File: config.mk
export PLATFORM = sky130hd
export DESIGN_NAME = mul_accumulator
export DESIGN_NICKNAME = d
export VERILOG_FILES = /design/src/rtl/mul_pkg.sv /design/src/rtl/sat_adder.sv /design/src/rtl/mul_accumulator.sv
export SDC_FILE = /design/constraint.sdc
export NUM_CORES = 1
export LEC_CHECK = 0
export CAP_MARGIN = 0
export CORE_MARGIN = 5
export CORE_UTILIZATION = 30
export DETAILED_ROUTE_END_ITERATION = 10
export SYNTH_ARGS = -nofsm -noshare
export SYNTH_HDL_FRONTEND = slang
export SYNTH_SLANG_ARGS = --single-unit
export TNS_END_PERCENT = 10
File: constraint.sdc
create_clock -name clk -period 6.4 [get_ports clk]
set_clock_uncertainty 0.15 [all_clocks]
set_input_delay 1.28 -clock clk [delete_from_list [all_inputs] [get_ports clk]]
set_output_delay 1.28 -clock clk [all_outputs]
set_load 0.03 [all_outputs]
File: src/rtl/mul_pkg.sv
// mul_pkg: shared FSM encoding and default widths for the multiply-accumulate path
package mul_pkg;
  localparam int DEF_PROD_W = 16;
  localparam int DEF_ACC_W = 24;
  localparam int DEF_CNT_W = 8;
  typedef enum logic [1:0] {
    ST_IDLE = 2'd0,
    ST_ACC  = 2'd1,
    ST_DONE = 2'd2
  } state_t;
endpackage

File: src/rtl/sat_adder.sv
// sat_adder: unsigned a+b clamped to all-ones, flagging when the clamp applies
module sat_adder #(
  parameter int W = 24
) (
  input  logic [W-1:0] a,
  input  logic [W-1:0] b,
  output logic [W-1:0] sum,
  output logic         ovf
);
  logic [W:0] raw;
  assign raw = {1'b0, a} + {1'b0, b};
  assign ovf = raw[W];
  assign sum = raw[W] ? '1 : raw[W-1:0];
endmodule

File: src/rtl/mul_accumulator.sv
// mul_accumulator: sums a programmed batch of multiplier products with saturation
module mul_accumulator
  import mul_pkg::*;
#(
  parameter int PROD_W = DEF_PROD_W,
  parameter int ACC_W = DEF_ACC_W,
  parameter int CNT_W = DEF_CNT_W
) (
  input  logic              clk,
  input  logic              reset,
  input  logic              clr,
  input  logic              start,
  input  logic [CNT_W-1:0]  batch_len,
  input  logic [PROD_W-1:0] prod_in,
  input  logic              prod_valid,
  output logic              prod_ready,
  output logic [ACC_W-1:0]  acc_out,
  output logic              acc_valid,
  input  logic              acc_ready,
  output logic              sat,
  output logic              busy
);
  state_t           state;
  logic [CNT_W-1:0] count;
  logic [CNT_W-1:0] len;
  logic [ACC_W-1:0] sum;
  logic             ovf;
  sat_adder #(.W(ACC_W)) u_add (
    .a  (acc_out),
    .b  (ACC_W'(prod_in)),
    .sum(sum),
    .ovf(ovf)
  );
  // Handshake outputs decode from state alone so no input reaches an output combinationally.
  assign prod_ready = state == ST_ACC;
  assign acc_valid = state == ST_DONE;
  assign busy = state != ST_IDLE;
  always_ff @(posedge clk or posedge reset) begin
    if (reset) begin
      state <= ST_IDLE;
      acc_out <= '0;
      count <= '0;
      len <= '0;
      sat <= 1'b0;
    end else if (clr) begin
      state <= ST_IDLE;
      acc_out <= '0;
      count <= '0;
      sat <= 1'b0;
    end else begin
      case (state)
        ST_IDLE: if (start) begin
          len <= batch_len;
          acc_out <= '0;
          count <= '0;
          sat <= 1'b0;
          state <= batch_len == '0 ? ST_DONE : ST_ACC;
        end
        ST_ACC: if (prod_valid) begin
          acc_out <= sum;
          sat <= sat | ovf;
          count <= count + CNT_W'(1);
          if (count == len - CNT_W'(1)) state <= ST_DONE;
        end
        ST_DONE: if (acc_ready) state <= ST_IDLE;
        default: state <= ST_IDLE;
      endcase
    end
  end
endmodule

== After elaboration in Yosys (flattened, before gate mapping) ==
Cells that the tools add are included.
Storage, ports and cells
  register bits after elaboration: 43
  output and inout port bits: 28
  logic and storage cells: 44
Cells by class
  add/subtract/negate cells: 3
  equality and inequality tests: 7
  muxes and demuxes: 20
  bitwise operators: 2
  reduce and logical (&&, ||, !) cells: 7
Operators with widths (count)
  $mux 24: 4
  $pmux 24 s2: 1
  $add 24x16->25: 1
  $mux 8: 3
  $pmux 8 s2: 1
  $mux 2: 6
  $add 8x1->8 const B: 1
  $eq 8x8->1: 1
  $logic_not 8->1: 1
  $sub 8x1->8 const B: 1
  $ne 3x2->1 const B: 2
  $ne 3x3->1 const B: 2
  $pmux 2 s3: 1
  $reduce_and 3->1: 2
  $reduce_and 4->1: 1
  $mux 1: 3
  $reduce_bool 3->1: 1
  $eq 2x1->1 const B: 1
  $eq 2x2->1 const B: 1
  $logic_not 2->1: 1
  $pmux 1 s2: 1
  $reduce_bool 2->1: 1
  $not 1->1: 1
  $or 1x1->1: 1

== Logic depth before layout (Yosys ltp) ==
  word-level depth: 6
  gate-level depth with buffers: 10
  gate-level depth less buffers: 9

== Cells and area by module ==
Synthesis repeated with hierarchy kept, for this count alone.
Second synthesis, totals
  cell total of the unflattened synthesis: 432
  area, all modules: 3453.3 um2
Modules (own cells, without submodules)
  mul_accumulator: instances 1, cells each 239, area each 2142.1 um2
  sat_adder: instances 1, cells each 193, area each 1311.3 um2

== Worst setup path before layout ==
No wires, ideal clock.
  path type: input port to flip-flop
  start: input prod_in[0]
  end: register acc_out[10]
  setup time: 120 ps
  data arrival time: 3270 ps
  required time: 6130 ps
  setup slack: 2860 ps
  cell stages on the path: 10
  buffers on the path: 1
  path through: ha_1 > fa_1 > a21o_1 > a311o_1 > nand4_1 > o2bb2ai_2 > nor2_1 > clkbuf_2 > o21ai_0 > nand2_1
Between the ends
  cells in the longest elaborated chain, start to end: 5
RTL lines
  start: declaration: line mul_accumulator.sv:14  | input logic [PROD_W-1:0] prod_in,
  $add 24x16->25: line sat_adder.sv:11  | assign raw = {1'b0, a} + {1'b0, b};
  $mux 24: line sat_adder.sv:13  | assign sum = raw[W] ? '1 : raw[W-1:0];
  $mux 24: line mul_accumulator.sv:59  | ST_ACC: if (prod_valid) begin
  $pmux 24 s2: line mul_accumulator.sv:51  | case (state)
  $mux 24: line mul_accumulator.sv:45  | end else if (clr) begin
  end signal: assignment: line mul_accumulator.sv:60  | acc_out <= sum;
  end: declaration: line mul_accumulator.sv:17  | output logic [ACC_W-1:0] acc_out,
No other way between the ends. The select of a mux whose other input is x is not followed.
A chain may end at the register's enable or synchronous reset.

== Worst setup path after layout ==
  start: input prod_in[0]
  end: register acc_out[9]
The elaborated chain is that of the path after synthesis.

==> run metrics <==
result of the run finished, final reports clean; CP Launch Type input port; Min-Delay Path Class flip-flop to flip-flop; critical hold path startpoint acc_out[0]; clock tree from TritonCTS built; worst setup margin 2.28 ns; H-Tree Level Count 2; data required time of the worst path 6.47 ns; startpoint of the worst-slack reg-to-reg timing path acc_out[7]; die height 111 µm; final hold slack 0.361 ns; total half-perimeter wirelength after legalization and detailed placement 5.99 mm; Cells after DPL 545; Combinational Power Share 28.0%; simple logic cell fraction of the synthesized area 21.9%; slew at the pin with the worst max-slew slack 1.03 ns; arrival time of data at the critical path endpoint 4.19 ns; number of cells on the worst reg-to-reg path 8; row count 37; most used standard cell by instance count after synthesis nand2_1; final cell count without fillers 553; cell accounting for the most synthesized area dfrtp_1; Final period util 64.4%; Hold Fails Final Rpt 0; worst setup timing slack at the placement stage 1.98 ns; initial antenna violation count 0; master of the slowest instance on the critical path nor2_1; post-synth design cell area 0.00308 mm²; core region area 0.0102 mm²; relative contribution of sequential cells to total power 45.0%; unrepaired setup endpoints after global routing false; max_slew headroom 31.3%; Synth Area in Adders 7.95%; Synth top area share 34.9%; number of gates given a new drive strength after cts 0; wire length after detailed routing 7.98 mm; Post-synth top flop dfrtp_1; initial standard-cell utilization of the core 30.3%; final count of pins violating max slew 0; sw power 235 µW; clock network fraction of design power 27.0%; area fraction in compound gates after synthesis 22.8%; count of input and output buffers 57; latest clock arrival within the worst-skew pair 0.30 ns; mean post-synth cell area 8.42 µm²; most area-consuming cells after synthesis dfrtp_1, nand2_1, ha_1, o21ai_0, a21oi_1; hold path endpoint acc_out[0]; total number of clock tree sinks 43; maximum fanout count along the critical path 17; Max Buffers Root-to-Sink 2; number of buffers inserted for hold repair after clock tree synthesis 0; net switching fraction of the power 33.9%; layout cell share with drive strength beyond 1 6.24%; GP Congestion 0.888; final critical path time including I/O delays and setup 4.12 ns; total of endpoints with negative setup slack in the final report 0; global-route total usage across every layer 12.8%; unique cell type count in the Yosys netlist 54; total die area 0.0124 mm²; main combinational cell family by area after synthesis compound AO/OA/AOI/OAI gates; number of clock buffers inserted by TritonCTS 5; top cells by count, synth nand2_1, dfrtp_1, o21ai_0; final antenna diode count 0; Pwr per Cell Area 180 mW/mm²; multiplexer fraction of the synthesized cell area 3.17%; vias per std cell 5.24; global-route wire length before repair 13.6 mm; Static Leak 0.00166 µW; via count 2896; xor/xnor cell area share of the yosys netlist 6.25%; TritonRoute pass-1 iters 4; achievable frequency 242 MHz; total of flip-flops plus latches after synthesis 43; wire length per cell after detailed routing 14.4 µm; total setup buffers inserted after CTS 0; Worst R2R End acc_out[9]; number of nets in the layout 465; first-iteration detailed-routing DRC count 135; number of standard cells after synthesis 366; layout-stage area growth over the synthesis result 25.2%; register-to-register path setup slack 3.26 ns; sequential element share of the synthesized area 34.9%; kind of critical path input port to flip-flop; final core utilization 37.9%; # DRC 0; root buffer selected by CTS clkbuf_8; x dimension of the die 111 µm; P_int 458 µW; CTS clock-pin slew for the worst setup and hold paths 0.09 ns; share of async-settable or async-resettable flops after synthesis 100%; overall overflow remaining after global route 0; Synth Net Count 415; CP peak stage delay 0.81 ns; remaining antenna violation count after routing 0; IO Pins 58; vias in the first global route 2923; Ys Warns 0; Hold Path Stages 2; sum of negative setup slack 0 ns; number of enable flip-flop cells after synthesis 0; worst IR drop on VDD 0.0000869 V; kind of capture point of the worst setup path flip-flop; worst path cell trace clkdlybuf4s50_1 -> ha_1 -> fa_1 -> a21o_1 -> a311o_1 -> nand4_1 -> o2bb2ai_2 -> nor2_1 -> nand2_1 -> o211ai_1; pin count of the biggest net entering global routing 44; number of max-cap violations 0
==> registers in the layout, indices dropped and copies added, names as in the netlist <==
name and flops:
acc_out 24, count 8, len 8, sat 1
state 2
==> metrics by stage <==
step	total power, µW	area, µm²
2_1_floorplan	449	3080
3_3_place_gp	508	3770
3_5_place_dp	513	3770
4_1_cts	704	3860
5_1_grt	735	3860
6_report	693	3860
==> worst max-delay path: cells and delay by family <==
kind,cells,cell delay [ns]
and+or+nand+nor,3,1.26
AOI/OAI and AO/OA,4,0.79
buffers and inverters,1,0.46
adders and majority gates,2,0.39
==> cell usage in the layout (no fill, tap or decap), types with 6 or more instances in the layout <==
master,n
a21o_1,6
nor2_1,18
ha_1,18
xor2_1,11
mux2_2,6
xnor2_1,11
nand2_1,61
a21oi_1,24
nand3_1,12
dfrtp_1,43
o211ai_1,6
a31oi_1,6
nand4_1,8
clkdlybuf4s50_1,57
o21ai_0,43
==> how the worst max path moves through the flow <==
stage / endpoint / from / depth (start not counted) / slack, ns
final: acc_out[9] / prod_in[0] / 10 / 2.28
after global routing: acc_out[9] / prod_in[0] / 10 / 1.99
after CTS: acc_out[9] / prod_in[0] / 10 / 2.28
after detailed placement: acc_out[9] / prod_in[0] / 10 / 1.98
after global placement: acc_out[9] / prod_in[0] / 10 / 2.03
after floorplan: acc_out[10] / prod_in[0] / 10 / 2.86
==> kinds of logic after synthesis <==
kind of cell / after synthesis
AO/OA/AOI/OAI: 113
XOR/XNOR: 22
adder cells (fa/ha/maj): 19
buffers and inverters: 21
flip-flops: 43
multiplexers: 9
AND/OR/NAND/NOR: 139
==> final cells by class <==
type                            count  area (µm²)
Tap cell                          136         170
Clock buffer                        5        68.8
Inverter                            5        18.8
Fill cell                        1051        6320
Clock inverter                      3        23.8
Sequential cell                    43        1080
Timing Repair Buffer               59         586
Multi-Input combinational cell    302        1920
==> power by group through the flow <==
stage	clock network, µW	registers (µW)	logic (µW)
floorplan	0	320	129
global placement	0	317	190
detailed placement	0	319	194
CTS	196	313	195
global route	205	316	214
finish	187	312	194
==> per-layer routing <==
layer / track usage (%) / up-vias / part of all wire [%]
li1: - / 1436 / -
met1: 16.3 / 1403 / 46
met2: 21.8 / 52 / 47
met3: 3.15 / 5 / 5.8
met4: 3.00 / 0 / 0.80
met5: 0 / - / 0
Note: power is estimated with default switching activity, not from simulation.
